`src/rtl/mem_pkg.sv`:
```
// Shared opcode encodings, exception codes, FSM state type and op-class
// helpers for the MEM-stage load/store engine.
package mem_pkg;

  localparam logic [7:0] EXE_LB_OP  = 8'b1110_0000;
  localparam logic [7:0] EXE_LBU_OP = 8'b1110_0100;
  localparam logic [7:0] EXE_LH_OP  = 8'b1110_0001;
  localparam logic [7:0] EXE_LHU_OP = 8'b1110_0101;
  localparam logic [7:0] EXE_LW_OP  = 8'b1110_0011;
  localparam logic [7:0] EXE_LWL_OP = 8'b1110_0010;
  localparam logic [7:0] EXE_LWR_OP = 8'b1110_0110;
  localparam logic [7:0] EXE_SB_OP  = 8'b1110_1000;
  localparam logic [7:0] EXE_SH_OP  = 8'b1110_1001;
  localparam logic [7:0] EXE_SW_OP  = 8'b1110_1011;
  localparam logic [7:0] EXE_SWL_OP = 8'b1110_1010;
  localparam logic [7:0] EXE_SWR_OP = 8'b1110_1110;
  localparam logic [7:0] EXE_LL_OP  = 8'b1111_0000;
  localparam logic [7:0] EXE_SC_OP  = 8'b1111_1000;

  localparam logic [1:0] EXC_NONE   = 2'd0;
  localparam logic [1:0] EXC_ADEL   = 2'd1;
  localparam logic [1:0] EXC_ADES   = 2'd2;
  localparam logic [1:0] EXC_BUSERR = 2'd3;

  typedef enum logic {IDLE = 1'b0, BUS = 1'b1} state_t;

  function automatic logic is_load(input logic [7:0] op);
    case (op)
      EXE_LB_OP, EXE_LBU_OP, EXE_LH_OP, EXE_LHU_OP,
      EXE_LW_OP, EXE_LWL_OP, EXE_LWR_OP, EXE_LL_OP: return 1'b1;
      default: return 1'b0;
    endcase
  endfunction

  function automatic logic is_store(input logic [7:0] op);
    case (op)
      EXE_SB_OP, EXE_SH_OP, EXE_SW_OP, EXE_SWL_OP, EXE_SWR_OP, EXE_SC_OP: return 1'b1;
      default: return 1'b0;
    endcase
  endfunction

  // 0 = any address, 1 = halfword aligned, 2 = word aligned
  function automatic logic [1:0] needs_align(input logic [7:0] op);
    case (op)
      EXE_LH_OP, EXE_LHU_OP, EXE_SH_OP:           return 2'd1;
      EXE_LW_OP, EXE_SW_OP, EXE_LL_OP, EXE_SC_OP: return 2'd2;
      default:                                    return 2'd0;
    endcase
  endfunction

endpackage

```
`src/rtl/mem_lane_align.sv`:
```
// Big-endian byte-lane steering: request side builds sel/write data, response
// side extracts, extends or merges read data into the destination value.
module mem_lane_align
  import mem_pkg::*;
(
  input  logic [7:0]  req_op,
  input  logic [1:0]  req_lo,
  input  logic [31:0] req_reg2,
  output logic [3:0]  req_sel,
  output logic [31:0] req_wdata,
  input  logic [7:0]  rsp_op,
  input  logic [1:0]  rsp_lo,
  input  logic [31:0] rsp_rdata,
  input  logic [31:0] rsp_reg2,
  output logic [31:0] rsp_data
);

  logic [7:0]  ld_byte;
  logic [15:0] ld_half;

  // offset 0 lives in the top lane, so the extract shift is 8*(3-lo)
  assign ld_byte = 8'(rsp_rdata >> {~rsp_lo, 3'b000});
  assign ld_half = 16'(rsp_rdata >> {~rsp_lo[1], 4'b0000});

  // Request-side lane select and store data
  always_comb begin
    req_sel   = 4'b0000;
    req_wdata = 32'h0000_0000;
    case (req_op)
      EXE_LB_OP, EXE_LBU_OP, EXE_SB_OP:           req_sel = 4'b1000 >> req_lo;
      EXE_LH_OP, EXE_LHU_OP, EXE_SH_OP:           req_sel = req_lo[1] ? 4'b0011 : 4'b1100;
      EXE_LW_OP, EXE_SW_OP, EXE_LL_OP, EXE_SC_OP: req_sel = 4'b1111;
      EXE_LWL_OP, EXE_SWL_OP:                     req_sel = 4'b1111 >> req_lo;
      EXE_LWR_OP, EXE_SWR_OP:                     req_sel = 4'b1111 << ~req_lo;
      default:                                    req_sel = 4'b0000;
    endcase
    case (req_op)
      EXE_SB_OP:             req_wdata = {4{req_reg2[7:0]}};
      EXE_SH_OP:             req_wdata = {2{req_reg2[15:0]}};
      EXE_SW_OP, EXE_SC_OP:  req_wdata = req_reg2;
      EXE_SWL_OP:            req_wdata = req_reg2 >> {req_lo, 3'b000};
      EXE_SWR_OP:            req_wdata = req_reg2 << {~req_lo, 3'b000};
      default:               req_wdata = 32'h0000_0000;
    endcase
  end

  // Response-side extract / merge
  always_comb begin
    rsp_data = rsp_rdata;
    case (rsp_op)
      EXE_LB_OP:  rsp_data = {{24{ld_byte[7]}}, ld_byte};
      EXE_LBU_OP: rsp_data = {24'h00_0000, ld_byte};
      EXE_LH_OP:  rsp_data = {{16{ld_half[15]}}, ld_half};
      EXE_LHU_OP: rsp_data = {16'h0000, ld_half};
      EXE_LWL_OP: begin
        case (rsp_lo)
          2'b00:   rsp_data = rsp_rdata;
          2'b01:   rsp_data = {rsp_rdata[23:0], rsp_reg2[7:0]};
          2'b10:   rsp_data = {rsp_rdata[15:0], rsp_reg2[15:0]};
          default: rsp_data = {rsp_rdata[7:0], rsp_reg2[23:0]};
        endcase
      end
      EXE_LWR_OP: begin
        case (rsp_lo)
          2'b00:   rsp_data = {rsp_reg2[31:8], rsp_rdata[31:24]};
          2'b01:   rsp_data = {rsp_reg2[31:16], rsp_rdata[31:16]};
          2'b10:   rsp_data = {rsp_reg2[31:24], rsp_rdata[31:8]};
          default: rsp_data = rsp_rdata;
        endcase
      end
      default: rsp_data = rsp_rdata;
    endcase
  end

endmodule

```
`src/rtl/mem_access_unit.sv`:
```
// MEM-stage load/store engine: request FSM, bus handshake with timeout,
// LL/SC link bit and the registered response interface.
module mem_access_unit
  import mem_pkg::*;
#(
  parameter int ADDR_W      = 32,
  parameter int WAIT_MAX    = 16,
  parameter bit ALIGN_CHECK = 1'b1
) (
  input  logic              clk,
  input  logic              rst,
  input  logic              req_valid_i,
  output logic              req_ready_o,
  input  logic [7:0]        op_i,
  input  logic [ADDR_W-1:0] addr_i,
  input  logic [31:0]       reg2_i,
  input  logic [4:0]        wd_i,
  input  logic              wreg_i,
  input  logic [31:0]       wdata_i,
  input  logic              flush_i,
  input  logic              ll_clear_i,
  output logic              rsp_valid_o,
  output logic [4:0]        wd_o,
  output logic              wreg_o,
  output logic [31:0]       wdata_o,
  output logic [1:0]        exc_o,
  output logic              stallreq_o,
  output logic              bus_req_o,
  output logic              bus_we_o,
  output logic [ADDR_W-1:0] bus_addr_o,
  output logic [3:0]        bus_sel_o,
  output logic [31:0]       bus_wdata_o,
  input  logic              bus_ack_i,
  input  logic              bus_err_i,
  input  logic [31:0]       bus_rdata_i
);

  localparam int CNT_W = $clog2(WAIT_MAX + 1);

  state_t            state;
  logic              link;
  logic              flushed;
  logic [CNT_W-1:0]  wait_cnt;
  logic [7:0]        op_q;
  logic [1:0]        lo_q;
  logic [31:0]       reg2_q;
  logic              wreg_q;

  logic [ADDR_W-1:0] eaddr;
  logic [1:0]        align;
  logic              misaligned;
  logic              mem_op;
  logic              sc_fail;
  logic [3:0]        sel;
  logic [31:0]       st_data;
  logic [31:0]       ld_data;

  assign align       = needs_align(op_i);
  assign mem_op      = is_load(op_i) | is_store(op_i);
  assign sc_fail     = (op_i == EXE_SC_OP) && !link;
  assign req_ready_o = (state == IDLE);

  // Alignment check, or forced alignment when checking is disabled
  always_comb begin
    eaddr      = addr_i;
    misaligned = 1'b0;
    if (align == 2'd2) begin
      misaligned  = ALIGN_CHECK && (addr_i[1:0] != 2'b00);
      eaddr[1:0]  = ALIGN_CHECK ? addr_i[1:0] : 2'b00;
    end else if (align == 2'd1) begin
      misaligned  = ALIGN_CHECK && addr_i[0];
      eaddr[0]    = ALIGN_CHECK ? addr_i[0] : 1'b0;
    end else begin
      misaligned  = 1'b0;
    end
  end

  mem_lane_align u_lane (
    .req_op    (op_i),
    .req_lo    (eaddr[1:0]),
    .req_reg2  (reg2_i),
    .req_sel   (sel),
    .req_wdata (st_data),
    .rsp_op    (op_q),
    .rsp_lo    (lo_q),
    .rsp_rdata (bus_rdata_i),
    .rsp_reg2  (reg2_q),
    .rsp_data  (ld_data)
  );

  // Request/bus FSM with registered response and bus outputs
  always_ff @(posedge clk) begin
    if (rst) begin
      state       <= IDLE;
      link        <= 1'b0;
      flushed     <= 1'b0;
      wait_cnt    <= '0;
      op_q        <= 8'h00;
      lo_q        <= 2'b00;
      reg2_q      <= 32'h0000_0000;
      wreg_q      <= 1'b0;
      rsp_valid_o <= 1'b0;
      wd_o        <= 5'd0;
      wreg_o      <= 1'b0;
      wdata_o     <= 32'h0000_0000;
      exc_o       <= EXC_NONE;
      stallreq_o  <= 1'b0;
      bus_req_o   <= 1'b0;
      bus_we_o    <= 1'b0;
      bus_addr_o  <= '0;
      bus_sel_o   <= 4'b0000;
      bus_wdata_o <= 32'h0000_0000;
    end else begin
      rsp_valid_o <= 1'b0;
      case (state)
        IDLE: begin
          if (req_valid_i) begin
            op_q     <= op_i;
            lo_q     <= eaddr[1:0];
            reg2_q   <= reg2_i;
            wreg_q   <= wreg_i;
            wd_o     <= wd_i;
            flushed  <= 1'b0;
            wait_cnt <= '0;
            if (mem_op && !misaligned && !sc_fail) begin
              state       <= BUS;
              stallreq_o  <= 1'b1;
              bus_req_o   <= 1'b1;
              bus_we_o    <= is_store(op_i);
              bus_addr_o  <= {eaddr[ADDR_W-1:2], 2'b00};
              bus_sel_o   <= sel;
              bus_wdata_o <= st_data;
              if (op_i == EXE_SC_OP) begin
                link <= 1'b0;
              end
            end else begin
              rsp_valid_o <= !flush_i;
              if (!mem_op) begin
                wreg_o  <= wreg_i;
                wdata_o <= wdata_i;
                exc_o   <= EXC_NONE;
              end else if (misaligned) begin
                wreg_o  <= 1'b0;
                wdata_o <= 32'h0000_0000;
                exc_o   <= is_load(op_i) ? EXC_ADEL : EXC_ADES;
              end else begin
                wreg_o  <= wreg_i;
                wdata_o <= 32'h0000_0000;
                exc_o   <= EXC_NONE;
              end
            end
          end
        end
        BUS: begin
          if (flush_i) begin
            flushed <= 1'b1;
          end
          // error beats a simultaneous ack; timeout only when no ack arrives
          if (bus_err_i || (!bus_ack_i && (wait_cnt == CNT_W'(WAIT_MAX - 1)))) begin
            state       <= IDLE;
            stallreq_o  <= 1'b0;
            bus_req_o   <= 1'b0;
            bus_we_o    <= 1'b0;
            rsp_valid_o <= !(flushed || flush_i);
            wreg_o      <= 1'b0;
            wdata_o     <= 32'h0000_0000;
            exc_o       <= EXC_BUSERR;
          end else if (bus_ack_i) begin
            state       <= IDLE;
            stallreq_o  <= 1'b0;
            bus_req_o   <= 1'b0;
            bus_we_o    <= 1'b0;
            rsp_valid_o <= !(flushed || flush_i);
            exc_o       <= EXC_NONE;
            if (op_q == EXE_SC_OP) begin
              wreg_o  <= wreg_q;
              wdata_o <= 32'h0000_0001;
            end else if (is_load(op_q)) begin
              wreg_o  <= wreg_q;
              wdata_o <= ld_data;
              if (op_q == EXE_LL_OP) begin
                link <= 1'b1;
              end
            end else begin
              wreg_o  <= 1'b0;
              wdata_o <= 32'h0000_0000;
            end
          end else begin
            wait_cnt <= wait_cnt + 1'b1;
          end
        end
        default: state <= IDLE;
      endcase
      if (ll_clear_i) begin
        link <= 1'b0;
      end
    end
  end

endmodule

```
`config.mk`:
```
export PLATFORM = sky130hd
export DESIGN_NAME = mem_access_unit
export DESIGN_NICKNAME = d
export VERILOG_FILES = /design/src/rtl/mem_pkg.sv /design/src/rtl/mem_lane_align.sv /design/src/rtl/mem_access_unit.sv
export SDC_FILE = /design/constraint.sdc
export NUM_CORES = 1
export LEC_CHECK = 0
export CORE_ASPECT_RATIO = 0.5
export CORE_MARGIN = 4
export CORE_UTILIZATION = 23
export DETAILED_ROUTE_END_ITERATION = 12
export PLACE_DENSITY_LB_ADDON = 0.2
export SYNTH_ARGS = -nofsm -noshare
export SYNTH_HDL_FRONTEND = slang
export SYNTH_SLANG_ARGS = --single-unit
```
`constraint.sdc`:
```
create_clock -name clk -period 2.8 [get_ports clk]
set_clock_uncertainty 0.1 [all_clocks]
set_input_delay 0.56 -clock clk [delete_from_list [all_inputs] [get_ports clk]]
set_output_delay 0.56 -clock clk [all_outputs]
set_load 0.1 [all_outputs]
```
# ---- After elaboration in Yosys (flattened, before gate mapping)
# Index checks and enable logic that the tools add are counted.
dict set report word_totals {
  output_inout_bits 113
  memories 0
  ram_bits 0
  latchBits 0
  mem_bits_ro 0
  reg_bits 160
  in_bits 149
  word_cells 184
}
dict set report op_classes {
  bitwise 5
  multipliers 0
  muxes 82
  eq_ne 40
  shifts 7
  magnitude_cmp 0
  reduce_logical 31
  n_div 0
  n_addsub 1
}
# cell n
set ops {}
lappend ops {{32-bit two-way mux} 7}
lappend ops {{32-bit one-hot mux with 3 select lines} 2}
lappend ops {{32-bit one-hot mux with 6 select lines} 1}
lappend ops {{8-bit == test, second input constant} 23}
lappend ops {{32-bit one-hot mux with 5 select lines} 1}
lappend ops {{32-bit one-hot mux with 2 select lines} 1}
lappend ops {{1-bit two-way mux} 48}
lappend ops {{32-bit by 5-bit << shifter with 32-bit output} 1}
lappend ops {{32-bit by 5-bit >> shifter with 16-bit output} 1}
lappend ops {{32-bit by 5-bit >> shifter with 32-bit output} 1}
lappend ops {{32-bit by 5-bit >> shifter with 8-bit output} 1}
lappend ops {{4-bit one-hot mux with 5 select lines} 1}
lappend ops {{8-bit OR reduction} 2}
lappend ops {{5-bit two-way mux} 3}
lappend ops {{2-bit two-way mux} 7}
lappend ops {{2-bit != test, second input constant} 7}
lappend ops {{1-bit one-hot mux with 2 select lines} 7}
lappend ops {{3-bit AND reduction} 4}
lappend ops {{5-bit one-hot mux with 2 select lines} 1}
lappend ops {{2-bit by 1-bit != test with 1-bit output, second input constant} 4}
lappend ops {{2-bit one-hot mux with 2 select lines} 2}
lappend ops {{8-bit AND reduction} 1}
lappend ops {{2-bit OR reduction} 4}
lappend ops {{4-bit by 2-bit >> shifter with 4-bit output, first input constant} 2}
lappend ops {{other kinds (19)} 34}

# ---- Depth between registers and ports, before layout
# Gate-level depths: netlist of run 1.
dict set report logic_depth {
  depth_word 19
  ltp_mapped 11
  depth_no_buf 9
}

# ---- Cells and area by module
# A second synthesis of run 1 with hierarchy kept.
dict set report hier_totals {
  hier_cells 1298
  area_unflattened_um2 10445.0
}
# mod n_inst cells_each area_per_inst_um2 seq_area_each_um2
set modules_own_cells {}
lappend modules_own_cells {mem_access_unit 1 790 6543.8 3203.1}
lappend modules_own_cells {mem_lane_align 1 508 3901.2 0.0}

# ---- Worst setup path before layout of run 1
# No wires, ideal clock.
dict set report synth_timing {
  path_type {register to register}
  startpoint {reg state}
  endpoint {reg bus_wdata_o[6]}
  path_stages_with_launch 9
  path_slack_ps 174
  setup_ps 132
  required_ps 2568
  n_path_buf 3
  synth_period_minus_slack_ps 2626
  t_arrival_ps 2394
  path_cell_list {dfxtp_1 -> clkbuf_1 -> inv_1 -> nand2_1 -> or3_1 -> buf_2 -> buf_2 -> a221oi_1 -> nor3_1}
}
dict set report synth_via {
  elab_chain_cells 2
}
# item line_no
set synth_rtl {}
lappend synth_rtl {{start: declaration} mem_access_unit.sv:40} ;# state_t state;
lappend synth_rtl {{start signal: assignment} mem_access_unit.sv:94} ;# state <= IDLE;
lappend synth_rtl {{start signal: assignment} mem_access_unit.sv:126} ;# state <= BUS;
lappend synth_rtl {{start signal: assignment} mem_access_unit.sv:160} ;# state <= IDLE;
lappend synth_rtl {{1-bit inverter (no source line)} n/a}
lappend synth_rtl {{via req_ready_o} mem_access_unit.sv:13} ;# output logic req_ready_o,
lappend synth_rtl {{3-bit AND reduction (no source line)} n/a}
lappend synth_rtl {{end signal: assignment} mem_access_unit.sv:132} ;# bus_wdata_o <= st_data;
lappend synth_rtl {{end: declaration} mem_access_unit.sv:32} ;# output logic [31:0] bus_wdata_o,
# The timed path passes the listed nets, and every way through them passes these cells.
# A chain may end at the register's enable or synchronous reset.

# ---- Worst setup path after layout of run 1
dict set report layout_timing {
  startpoint {in op_i[0]}
  endpoint {reg wdata_o[27]}
}
dict set report layout_via {
  elab_chain_cells 11
  elab_cells_between_ends 37
  classes_between {eq/ne: 17; mux: 9; bitwise: 1; reduce/logical: 10}
}
# item line_no
set layout_rtl {}
lappend layout_rtl {{start: declaration} mem_access_unit.sv:14} ;# input logic [7:0] op_i,
lappend layout_rtl {{8-bit == test (on tied branches)} n/a}
lappend layout_rtl {{4-bit OR reduction / 3-bit OR reduction (equally long branches)} mem_pkg.sv:44} ;# case (op)
lappend layout_rtl {{2-bit one-hot mux with 2 select lines} mem_pkg.sv:44}
lappend layout_rtl {{2-bit by 1-bit == test with 1-bit output} mem_access_unit.sv:70} ;# end else if (align == 2'd1) begin
lappend layout_rtl {{1-bit two-way mux} mem_access_unit.sv:70}
lappend layout_rtl {{1-bit two-way mux} mem_access_unit.sv:67} ;# if (align == 2'd2) begin
lappend layout_rtl {{1-bit zero test} mem_access_unit.sv:125} ;# if (mem_op && !misaligned && !sc_fail) begin
lappend layout_rtl {{1-bit logical AND (2 in series)} mem_access_unit.sv:125}
lappend layout_rtl {{2-bit != test (no source line)} n/a}
lappend layout_rtl {{3-bit AND reduction (no source line)} n/a}
lappend layout_rtl {{end signal: assignment} mem_access_unit.sv:140} ;# wdata_o <= wdata_i;
lappend layout_rtl {{end signal: assignment} mem_access_unit.sv:180} ;# wdata_o <= ld_data;
lappend layout_rtl {{end: declaration} mem_access_unit.sv:25} ;# output logic [31:0] wdata_o,
# Parallel ways exist; a longest one is shown, timed or not. The select of a mux whose other input is x is not followed.

==> impl_summary.md, run 1 <==
Synthesis
The adder and majority gate portion of the synthesized area is less than 1%. The proportion of register bits with asynchronous set or reset after synthesis is 0%. Summing the areas of all compound-gate instances in the mapped netlist gives 25.42% of the synthesized area. The most used flip-flop cell after synthesis is sky130_fd_sc_hd__dfxtp_1. By area, the combinational part of the netlist is dominated by compound AO/OA/AOI/OAI gates. Yosys printed 0 warnings. Sequential elements use about a third of the synthesized area. Counting every instance in the synthesized netlist gives about 1.2k.

The area of the mapped netlist is around 9600 sq um. After synthesis the netlist holds a flip-flop and latch count of 160. Yosys attributes the largest share of cell area to sky130_fd_sc_hd__dfxtp_1 33%, sky130_fd_sc_hd__nand2_1 8.5%, sky130_fd_sc_hd__a21oi_1 7.2%, sky130_fd_sc_hd__mux2i_1 7.1%, sky130_fd_sc_hd__nor2_1 5.3%. The count of different cell masters after synthesis is a little over 60. The number of flops mapped to enable cells by yosys is 0.

Summed over its instances, the top area cell type makes up between 30% and 40% of the synthesized netlist area. The mux contribution to synthesized area is 14.30%. The synthesized design spends more area on one cell type than any other, namely sky130_fd_sc_hd__dfxtp_1. The average instance area after synthesis is a little under 8 sq um. The synthesized-area fraction occupied by and/or/nand/nor cells is about a fifth. The most instantiated library cell after synthesis is sky130_fd_sc_hd__nand2_1.

The xor/xnor share of the synthesized area is less than 1%. After synthesis, the most frequently instantiated cells are 218 x sky130_fd_sc_hd__nand2_1, 160 x sky130_fd_sc_hd__dfxtp_1, 138 x sky130_fd_sc_hd__a21oi_1.

Clock network
No sink is reached through more buffers than the 2 on the longest clock path. The TritonCTS buffer count is 17. For this design, the sink count on the clock tree is 160. The maximum level of the CTS H-tree is 4.

TritonCTS built the clock tree. Clock latency on the worst-skew pair, taken at its later pin, is between 400 and 500 ps. Clock-pin slew was measured on the worst setup and hold paths at 70 ps. The clock root buffer master is sky130_fd_sc_hd__clkbuf_16.

The number of hold buffers added after CTS was 0.

Die
The die outline area is roughly 45000 sq um. Row generation in the floorplan step produced 52 rows. The die is 152.8 um tall. Measured along the x axis, the die boundary spans between 200 and 300 um. The floorplan step defined a core boundary enclosing ~41000 sq um.

between 200 and 300 I/O pins were placed. The starting density of the core is about a quarter.

Worst setup path
The kind of cell with the highest combined delay along the critical path is simple AND/OR/NAND/NOR gates. The type of origin of the critical path is an input pin. The worst-path maximum fanout is 21. STA puts the critical path data arrival time at between 3000 and 4000 ps. The critical path data required time is 3060 ps. The delay of the slowest cell on the worst path is between 500 and 600 ps. Walking the worst path, the cells encountered are clkdlybuf4s50_1, or3b_4, or4_4, and3_4, a21oi_4, buf_12, buf_12, clkbuf_16, nor2_1, a211oi_1. The depth of the critical timing path with buffers and inverters included is 10. STA classifies the critical path endpoint as a flip-flop. The slowest stage of the critical path belongs to the cell sky130_fd_sc_hd__or4_4.

In this design, the critical path's most frequently occurring cell is sky130_fd_sc_hd__buf_12. The critical path in this run is classified as in -> reg. Measured in cells, the most critical reg-to-reg path has a length of 9. The critical path contains buffers and inverters numbering 4 combined.

GRT
The number of antenna violations at the first check in global routing is 2. Global routing used 31.20% of the available met2 tracks. The maximum number of pins on one net before global-route repair is 67. The via count of the first global-routing pass is between 10k and 15k. The highest-utilization routing layer at the global route stage is met2. The met1 routing resource usage after global routing is a little over a quarter. The sum of overflow across all layers after global routing is 0.

The total global-route track usage is a little under a fifth. For this run, global-route usage on met3 was measured as under 10%. The global-route wire length before repair is about 68000 um.

Timing
Final hold analysis gives a worst-case slack of between 300 and 400 ps. The final-report max-slew violation count is 0. The number of endpoints with negative hold slack in the final report is 0. The count of final setup violators is 0. The worst relative slew slack is between 50% and 60%.

The pin slew with the least headroom to its limit is around 620 ps. The clock period could shrink to 2752 ps. Static timing analysis puts the maximum clock frequency at approximately 360 MHz. The final critical path takes up a little under 100% of the cycle.

Routing
Dividing the detail-routed wire length by the instance count gives between 20 and 25 um. The number of remaining DRC errors is 0. Once detail routing completed, the nets flagged for antenna violations numbered 0. The total detailed-routing wirelength is 45370 um.

The total iterations of the first detailed-routing run is 6. The via-per-instance ratio is 5.131. The violation count after the first detailed-route iteration is approximately 1.0k. For this block, the via count after detailed routing is roughly 11k.

Power and ir drop
After layout, the design draws a total of just under 7000 uW. The internal power contribution is approximately 4500 uW. The logic gate share of total power is a little over a quarter. Summed over all nets, the switching power comes to about 2400 uW.

The clock share of power is 37.5%. Power spread over the standard cell area amounts to 481.9 nW/um^2. The worst-case IR drop observed on VDD is 432.1 uV. Registers are responsible for between 30 and 40% of the overall power. The leakage power of the design is approximately 0.0056 uW. Net switching is 34.80% of the power.

Status
The flow ran to the end, and the final reports show no timing, DRC or antenna violations.

Place
Routability-driven placement finished with a final weighted congestion of around 0.88. During placement, the flow inserted port buffers numbering about 260. In this run, placement finished with an instance count of 2066. The HPWL reported at the end of detailed placement is 33980 um.

Hold path
Along the worst hold path, the cell count comes to 2. The worst hold path belongs to the class reg -> reg.

Final layout
For this run, the post-layout net count is ~1.7k. Of the cells placed in the final design, the portion with a size suffix greater than 1 is ~25%. The final non-filler cell total is 2107.

The area growth from synthesis to final layout is 49.17%.

Job
Across the run, the number of max-cap violations was 0.
registers in the layout, summed over array words and instances (netlist names):
name         cells
bus_addr_o      30
bus_req_o        1
bus_sel_o        4
bus_wdata_o     32
bus_we_o         1
exc_o            2
flushed          1
link             1
lo_q             2
op_q             8
reg2_q          32
rsp_valid_o      1
state            1
wait_cnt         5
wd_o             5
wdata_o         32
wreg_o           1
wreg_q           1
power by group through the flow:
stage	registers (uW)	clock network [uW]	logic, uW
finish	2470	2600	1860
global route	2480	2750	1970
CTS	2470	2650	1820
detailed placement	2520	0	1810
global placement	2520	0	1800
floorplan	2970	0	620
kinds of logic (layout without fill, tap and decap cells):
family | after synthesis | in the layout
and+or+nand+nor | 467 | 467
AOI/OAI and AO/OA | 365 | 365
DFF | 160 | 160
buffers and inverters | 128 | 459
muxes | 108 | 108
adders and majority gates | 2 | 2
xor gates and xnor gates | 2 | 2
other | 1 | 4
per-stage QoR:
step / utilization, % / instance area [sq um] / worst slack, ps / TNS (ps)
2_1_floorplan: - / 9643 / 173.7 / 0
3_3_place_gp: 32.92 / 13470 / -643.9 / -49000
3_5_place_dp: 32.92 / 13470 / -677.9 / -55990
4_1_cts: 34.63 / 14170 / 7.643 / 0
5_1_grt: 35.14 / 14380 / -11.16 / -11.18
6_report: 35.14 / 14380 / 47.72 / 0
final timing paths:
kind / startpoint / to / slack (ps)
setup reg to reg: wait_cnt[0]$_SDFFE_PP0P_ / wdata_o[29]$_SDFFE_PP0P_ / 140
hold / removal: wd_o[4]$_SDFFE_PP0P_ / wd_o[4]$_SDFFE_PP0P_ / 350
setup / recovery: op_i[0] / wdata_o[27]$_SDFFE_PP0P_ / 50
hold reg to reg: wd_o[4]$_SDFFE_PP0P_ / wd_o[4]$_SDFFE_PP0P_ / 350
worst register-to-register path, stage by stage (launching register included):
cell                       delay (ps)
sky130_fd_sc_hd__dfxtp_1          340
sky130_fd_sc_hd__ha_1             210
sky130_fd_sc_hd__and3_1           190
sky130_fd_sc_hd__ha_1             220
sky130_fd_sc_hd__nor2b_1          170
sky130_fd_sc_hd__or3_1            380
sky130_fd_sc_hd__nor2_1           100
sky130_fd_sc_hd__buf_4            260
sky130_fd_sc_hd__o221ai_1         270
sky130_fd_sc_hd__a311oi_1         320
timing repair:
item	4_1_cts	5_1_grt
hold endpoints to repair	0	0
setup buffers	2	3
endpoints found under the setup margin	69	69
resized for setup	8	20
cloned	0	2
pin swaps	1	3
routing by layer:
| layer | vias to the layer above | share of wire (%) |
|---|---|---|
| li1 | 5160 | - |
| met1 | 5307 | 47 |
| met2 | 302 | 47 |
| met3 | 43 | 4.8 |
| met4 | 0 | 1.5 |
| met5 | - | 0 |
cell type report:
class,instances,area (sq um)
antenna,2,5.005
clock buffer,17,425.4
clock inverter,15,216.5
fill,4252,26550
inverter,12,45.04
multi-input combinational,946,6066
sequential,160,3206
tap,540,675.6
timing repair buffer,415,3740
layout by cell type (no fill, tap or decap), types with 7 or more instances in the layout:
master	synthesis	routed
sky130_fd_sc_hd__nor2_1	136	133
sky130_fd_sc_hd__a211oi_1	47	41
sky130_fd_sc_hd__nor2b_1	8	8
sky130_fd_sc_hd__dfxtp_1	160	158
sky130_fd_sc_hd__buf_12	0	17
sky130_fd_sc_hd__a221oi_2	0	7
sky130_fd_sc_hd__a311oi_1	14	13
sky130_fd_sc_hd__mux4_2	22	22
sky130_fd_sc_hd__nand3_1	11	11
sky130_fd_sc_hd__a221oi_1	29	22
sky130_fd_sc_hd__inv_1	11	11
sky130_fd_sc_hd__o211ai_1	18	18
sky130_fd_sc_hd__a222oi_1	8	8
sky130_fd_sc_hd__buf_4	6	247
sky130_fd_sc_hd__mux2_2	18	18
sky130_fd_sc_hd__nand2_1	218	216
sky130_fd_sc_hd__clkbuf_16	0	19
sky130_fd_sc_hd__o221ai_1	17	16
sky130_fd_sc_hd__a21o_1	8	8
sky130_fd_sc_hd__o22ai_1	23	22
sky130_fd_sc_hd__o2bb2ai_1	9	9
sky130_fd_sc_hd__a21oi_1	138	138
sky130_fd_sc_hd__o21ai_0	20	20
sky130_fd_sc_hd__nor3_1	42	41
sky130_fd_sc_hd__mux2i_1	68	68
sky130_fd_sc_hd__clkdlybuf4s50_1	0	145
sky130_fd_sc_hd__nand2b_1	8	8
sky130_fd_sc_hd__o211a_1	7	7
sky130_fd_sc_hd__or3b_2	8	8
No activity file was read; power rests on OpenSTA's default activity.
==> inputs of run 2 (changes only) <==
--- a/config.mk
+++ b/config.mk
@@ -8,8 +8,10 @@
 export CORE_ASPECT_RATIO = 0.5
 export CORE_MARGIN = 4
 export CORE_UTILIZATION = 23
+export CTS_CLUSTER_DIAMETER = 150
 export DETAILED_ROUTE_END_ITERATION = 12
 export PLACE_DENSITY_LB_ADDON = 0.2
+export RECOVER_POWER = 50
 export SYNTH_ARGS = -nofsm -noshare
 export SYNTH_HDL_FRONTEND = slang
 export SYNTH_SLANG_ARGS = --single-unit
==> run 2 against run 1 <==
Compared with the run above: combinational power is 3% lower; non-clock buffer count stayed put; clock power hardly changed; sequential power hardly changed; sequential cell count stayed put; critical path depth stayed put; hold slack worse by 0.88 ps; sequential share of layout area is 0.52 points higher; register-to-register slack hardly changed; first-iteration DRC count is 3.2% lower; via count hardly changed; die area stayed put.
==> impl_summary.md, run 2 (same netlist as run 1, synthesis figures left out) <==
Worst setup path
The critical path endpoint category is a flip-flop. Traced cell by cell, the critical path runs through clkdlybuf4s50_1, or3b_4, or4_4, and3_4, a21oi_4, buf_12, buf_12, clkbuf_16, nor2_1, a211oi_1. The type of origin of the critical path is an input pin. Among cell families on the critical path, the largest total delay comes from simple AND/OR/NAND/NOR gates. The worst-path maximum fanout is 21. On the critical path, the stage with the largest delay is an instance of sky130_fd_sc_hd__or4_4. The most common cell type on the critical path is sky130_fd_sc_hd__buf_12. The category of the critical setup timing path is in -> reg. The arrival time at the worst endpoint is between 3000 and 4000 ps.

Counting both buffers and inverters, the worst setup path holds a total of 4. In this design, the stage delay of the slowest critical-path cell is about 520 ps. Data on the critical path is required at its endpoint by 3060 ps.

GRT
The via count of the first global-routing pass came to 10.67k. The number of antenna violations at the first check in global routing was 2. The sum of overflow across all layers after global routing is 0. Entering global routing, the biggest net connects 67 pins. The first global-routing pass estimated roughly 68000 um of wire.

In the global route stage, overall resource usage came out at between 10% and 20%.

Hold path
The classification of the worst-slack hold path is reg -> reg.

Clock network
Clock-pin slew was measured on the worst setup and hold paths at 70 ps. The TritonCTS buffer count is 17. In this run the number of H-tree levels came out at 4. Counting every sink on the clock net gives between 150 and 200. The hold buffer count at cts is 0. The clock passes through at most 2 buffers. The clock latency reported for the late side of the worst-skew pair is approximately 460 ps. TritonCTS built the clock tree. The clock root buffer master is sky130_fd_sc_hd__clkbuf_16.

Timing
The count of final setup violators is 0. Static timing analysis puts the maximum clock frequency at 363.0 MHz. The pin slew with the least headroom to its limit is around 1300 ps. The final-report max-slew violation count is 0. The time the worst path needs with I/O delays and setup is 2755 ps. The number of endpoints with negative hold slack in the final report is 0. In this run the tightest slew margin relative to its limit is between 10% and 20%. The ratio of final minimum period to clock period is ~98%.

Power and ir drop
The analysis attributes to cell leakage a power of approximately 0.0052 uW. The internal portion of the total power is ~4500 uW. The worst supply voltage drop on vdd is roughly 430 uV.

In this run the power density over the cells is around 490 nW/um^2. Sequential cells account for between 30% and 40% of the total power. The logic gate share of total power is a little over a quarter. The clock network accounts for 37.7% of the total power.

The power after layout is 6876 uW. The share of total power consumed by net switching is between 30% and 40%. In this run the power spent charging and discharging nets is 2408 uW.

Final layout
The total of fill cells in the finished design is between 4k and 5k. Cells fill approximately 34% of the core in the end. In the final layout, the share of cells above drive strength 1 is 19.11%. The area growth from synthesis to layout is 45.76%. Leaving out fill and tap cells, the most frequent cells in the layout are 216 x sky130_fd_sc_hd__nand2_1, 161 x sky130_fd_sc_hd__buf_4, 158 x sky130_fd_sc_hd__dfxtp_1. The total number of nets in the final design is between 1.5k and 2k. For this run, the number of standard cells in the final layout without fillers is 2107. The largest registers in the layout are bus_wdata_o x32, reg2_q x32, wdata_o x32.

Leaving out fill and tap cells, the most frequent cell in the layout is sky130_fd_sc_hd__nand2_1.

Routing
In this run the remaining antenna-violating nets after routing total 0. The total iterations of the first detailed-routing run is 7. The final route contains roughly 11k vias. Summed over all layers, the routed wires come to approximately 45000 um. The final routed wire length divided by cell count is 21.57 um.

For this run, design rule violations remaining after detail routing come to 0. After detailed routing, the number of vias per cell comes to about 5.1. After the first detailed-routing iteration, the DRC count stood at 993.

Die
From left edge to right edge, the die measures around 300 um. The die outline area is about 45000 sq um. The floorplan step defined a core boundary enclosing 40920 sq um. The overall die height is 152.8 um. The initial utilization of the core area, before any placement, comes to roughly a quarter. The boundary pin count is around 260. The row count is between 50 and 60.

Status
The run finished with clean final reports.

Place
Routability-driven placement finished with a final weighted congestion of ~0.9. The wire-length estimate of the detail-placed layout is around 34000 um. Buffers placed on the I/O ports in this run total 259. The instance count after placement with tap cells included is between 2k and 2.5k.

Job
The max-cap check violation count is 0.
## run 2: cell count changes in the layout (fill, tap and decap cells not counted), sizes merged
cell and change:
clkbuf +86, clkdlybuf4s50 -1, buf -86, dlygate4sd3 +1
## run 2: repair_timing
| item | 4_1_cts | 5_1_grt |
|---|---|---|
| setup buffers | 2 | 3 |
| gates cloned | 0 | 2 |
| setup endpoints to repair | 69 | 69 |
| resized for setup | 8 | 20 |
| pin swaps | 1 | 3 |
## run 2: worst paths after layout
| kind | startpoint | slack [ps] | to | depth (start not counted) |
|---|---|---|---|---|
| setup reg to reg | wait_cnt[0]$_SDFFE_PP0P_ | 130 | wdata_o[19]$_SDFFE_PP0P_ | 9 |
| setup / recovery | op_i[0] | 40 | wdata_o[27]$_SDFFE_PP0P_ | 10 |
| hold / removal | wd_o[4]$_SDFFE_PP0P_ | 350 | wd_o[4]$_SDFFE_PP0P_ | 2 |
| hold reg to reg | wd_o[4]$_SDFFE_PP0P_ | 350 | wd_o[4]$_SDFFE_PP0P_ | 2 |
## run 2: worst register-to-register path: cells and delay by family, from the launching register on
kind,cells,cell delay (ps)
simple gates,4,850
fa+ha+maj,2,430
compound gates,2,580
flops,1,340
buf+inv,1,260
## run 2: stage by stage
step | instance area [sq um] | worst slack (ps) | hold WS [ps] | setup TNS [ps]
2_1_floorplan | 9643 | 173.7 | 331.9 | 0
3_3_place_gp | 13470 | -643.9 | 339.9 | -49000
3_5_place_dp | 13470 | -677.9 | 347.9 | -55990
4_1_cts | 14170 | 7.643 | 357.6 | 0
5_1_grt | 14050 | -11.16 | 373.3 | -31.75
6_report | 14050 | 44.86 | 351.9 | 0
## run 2: area by class of cell
type | instances | area (sq um) | area share [%]
Clock buffer | 17 | 425.4 | 3.028
Tap cell | 540 | 675.6 | 4.809
Multi-Input combinational cell | 946 | 6058 | 43.12
Timing Repair Buffer | 415 | 3418 | 24.33
Clock inverter | 15 | 216.5 | 1.541
Inverter | 12 | 45.04 | 0.3206
Antenna cell | 2 | 5.005 | 0.03562
Sequential cell | 160 | 3206 | 22.82
## run 2: power groups by stage
stage	Combinational [uW]	Sequential, uW	Clock, uW
final	1810	2470	2590
after global routing	1920	2480	2750
after CTS	1820	2470	2650
after detailed placement	1810	2520	0
after global placement	1800	2520	0
after floorplan	620	2970	0
## run 2: layer usage
layer	track usage [%]	part of all wire (%)	wire length, um	vias up
li1	-	-	-	5169
met1	26.24	46	21040	5247
met2	31.20	47	21440	351
met3	3.573	5.1	2302	41
met4	4.470	1.5	674	0
met5	0	0	0	-
==> inputs of run 3 (changes only) <==
--- a/config.mk
+++ b/config.mk
@@ -10,7 +10,7 @@
 export CORE_UTILIZATION = 23
 export CTS_CLUSTER_DIAMETER = 150
 export DETAILED_ROUTE_END_ITERATION = 12
-export PLACE_DENSITY_LB_ADDON = 0.2
+export PLACE_DENSITY = 0.41
 export RECOVER_POWER = 50
 export SYNTH_ARGS = -nofsm -noshare
 export SYNTH_HDL_FRONTEND = slang
==> run 3 against run 2 <==
Compared with the run above: sequential cell count unchanged; sequential share of layout area increased by 0.31 points; die area stayed put; clock-buffer cell count up 1; largest cell class unchanged; highest routed layer is now met5; via count up 0.32%; non-clock buffer count rose by 9.
==> impl_summary.md, run 3 (same netlist as run 1, synthesis figures left out) <==
Status
The flow ran to the end, and the final reports show no timing, DRC or antenna violations.

Routing
The number of remaining DRC errors is 0. The first routing iteration left about 1.1k violations. After detailed routing, the number of vias per cell comes to just over 5. The total detailed-routing wirelength is approximately 45000 um.

The number of vias after detailed routing is approximately 11k. The first detailed-routing pass ran for 5 iterations. The final routed wire length divided by cell count is 21.15 um. The detail route stage leaves a number of antenna-violating nets equal to 0.

GRT
The sum of overflow across all layers after global routing is 0. The via count of the first global-routing pass is 10.70k. The number of antenna violations at the first check in global routing is 3.

The maximum number of pins on one net before global-route repair is 47. The global-route wire length before repair is around 68000 um. In the global route stage, overall resource usage came out at about a fifth.

Worst setup path
Measured in cells, the most critical reg-to-reg path has a length of 10. The arrival time at the worst endpoint is a little under 3000 ps. The count of buffering cells on the critical path with inverters included is 2. The critical path data required time is 3020 ps.

The worst setup path is of the in -> reg kind. STA classifies the critical path startpoint as an input pin. For this design, the slowest cell found on the critical path is sky130_fd_sc_hd__or4_4. Walking the worst path, the cells encountered are clkdlybuf4s50_1, or3b_1, or4_4, and3_4, a21o_1, buf_12, a211oi_1, nor3_1.

The top cell family by delay on the critical path is simple AND/OR/NAND/NOR gates. For this run, the slowest stage of the critical path takes 510 ps. The critical path endpoint category is a flip-flop. In this run the number of cells on the critical path is 8. The worst-path maximum fanout is 21.

Timing
The ratio of final minimum period to clock period is ~97%. The total negative slack for setup checks is 0 ps. For this run, the top clock speed supported by timing is approximately 370 MHz. The pin slew with the least headroom to its limit is 1278 ps. Setup repair after global routing left no endpoint under its margin. The count of final setup violators is 0. The number of endpoints with negative hold slack in the final report is 0.

The time the worst path needs with I/O delays and setup is approximately 2700 ps. In this run the tightest slew margin relative to its limit is between 15 and 20%. The final-report max-slew violation count came to 0. The worst setup slack after layout is approximately 94 ps.

Die
The horizontal extent of the die is 297.5 um. The overall die height is ~150 um. The starting density of the core is a little under a quarter. The die covers 45450 sq um. After floorplanning, the core was divided into 52 placement rows. The area inside the core boundary is between 40000 and 50000 sq um.

During I/O placement, the number of pins put on the boundary was roughly 260.

Final layout
The finished cells cover 13860 sq um. The fraction of final layout cells with drive strength greater than 1 is a little under a fifth. The finished layout holds approximately 2.1k standard cells, fillers aside. The total area of multi-input combinational cells is slightly below 6000 sq um. At the end of the flow the core is filled with cells to between 30% and 40%. The area growth from synthesis to final layout is 43.80%. The area taken by flip-flops and latches is ~3200 sq um. The total number of nets in the final design is roughly 1.7k.

The library cell used most frequently in the layout, excluding fill and tap cells, is sky130_fd_sc_hd__nand2_1. In the final layout, the registers with the most flip-flops are bus_wdata_o x32, reg2_q x32, wdata_o x32. Leaving out fill and tap cells, the most frequent cells in the layout are 218 x sky130_fd_sc_hd__nand2_1, 167 x sky130_fd_sc_hd__buf_4, 158 x sky130_fd_sc_hd__dfxtp_1. The layout has about 4.3k filler cells.

Power and ir drop
Across the VDD grid, the largest voltage drop is about 410 uV. The clock share of power is about a third. The switching power is 2375 uW. Of the total power, registers draw between 30% and 40%. The leakage power of the design is around 0.005 uW. The logic gate share of total power is 27.0%. The power density over cell area is approximately 470 nW/um^2.

The share of total power consumed by net switching is 36.32%. Cell internal power was estimated by the tool at ~4200 uW.

Clock network
The TritonCTS buffer count is 17. The hold buffer count at cts is 0. The TritonCTS clock tree is yes. For the worst-skew pair, the clock arrives at the later sink with an insertion delay of between 400 and 500 ps.

Clock tree synthesis selected as its root buffer the cell sky130_fd_sc_hd__clkbuf_16. The number of buffers on the longest clock path is 2. The CTS clock-pin slew for the worst setup and hold paths is 70 ps. The maximum level of the CTS H-tree is 4. The clock drives 160 sinks.

Place
The HPWL reported at the end of detailed placement is roughly 35000 um. The instance count after placement with tap cells included is roughly 2.1k. The total placed instance area is about 14000 sq um. The worst setup slack after placement is -407.9 ps. The final weighted congestion in routability-driven placement is between 0.8 and 0.9.

The number of buffer cells added on primary ports is around 260.

Job
The max-cap check violation count is 0.

Hold path
The depth of the worst hold-timing path is 2. The path class of the tightest hold or removal check is reg -> reg.
## run 3: routing by layer
metal	vias up	part of all wire [%]	track usage [%]	routed length, um
li1	5182	-	-	-
met1	5310	47	27.01	21230
met2	311	46	30.01	20610
met3	38	4.9	3.260	2209
met4	2	1.5	5.300	693
met5	-	0.016	0	7
## run 3: worst min-delay path, stage by stage, from the launching register on
cell and delay, ps:
sky130_fd_sc_hd__dfxtp_1 310, sky130_fd_sc_hd__nand2_1 50, sky130_fd_sc_hd__a21oi_1 50
## run 3: worst paths after layout
path	start	endpoint	slack [ps]
worst max-delay path	op_i[0]	wdata_o[5]$_SDFFE_PP0P_	90
worst min-delay path	bus_addr_o[5]$_SDFFE_PP0P_	bus_addr_o[5]$_SDFFE_PP0P_	360
worst max register to register	wait_cnt[0]$_SDFFE_PP0P_	wdata_o[2]$_SDFFE_PP0P_	190
worst min register to register	bus_addr_o[5]$_SDFFE_PP0P_	bus_addr_o[5]$_SDFFE_PP0P_	360
## run 3: through the flow
| stage | hold WS, ps | total power [uW] |
|---|---|---|
| 5_1_grt | 372.5 | 6831 |
| 3_3_place_gp | 343.5 | 4330 |
| 3_5_place_dp | 348.4 | 4338 |
| 6_report | 357.2 | 6538 |
| 2_1_floorplan | 331.9 | 3594 |
| 4_1_cts | 358.4 | 6664 |
## run 3: power by group through the flow
stage	Clock (uW)	Sequential, uW	Combinational, uW
5_1_grt	2470	2490	1870
3_5_place_dp	0	2530	1810
6_report	2300	2480	1770
2_1_floorplan	0	2970	620
3_3_place_gp	0	2530	1800
4_1_cts	2370	2480	1810
## run 3: cell type report
class | instances | area share, %
Multi-Input combinational cell | 946 | 43.06
Sequential cell | 160 | 23.13
Clock buffer | 18 | 3.096
Antenna cell | 2 | 0.03611
Timing Repair Buffer | 424 | 24.58
Clock inverter | 14 | 0.9027
Inverter | 12 | 0.3250
Tap cell | 540 | 4.875
## run 3: repair_timing
action | in CTS | in global routing
gates resized for setup | 2 | 6
buffers inserted | 0 | 0
pin swaps | 0 | 1
setup endpoints to repair | 2 | 14
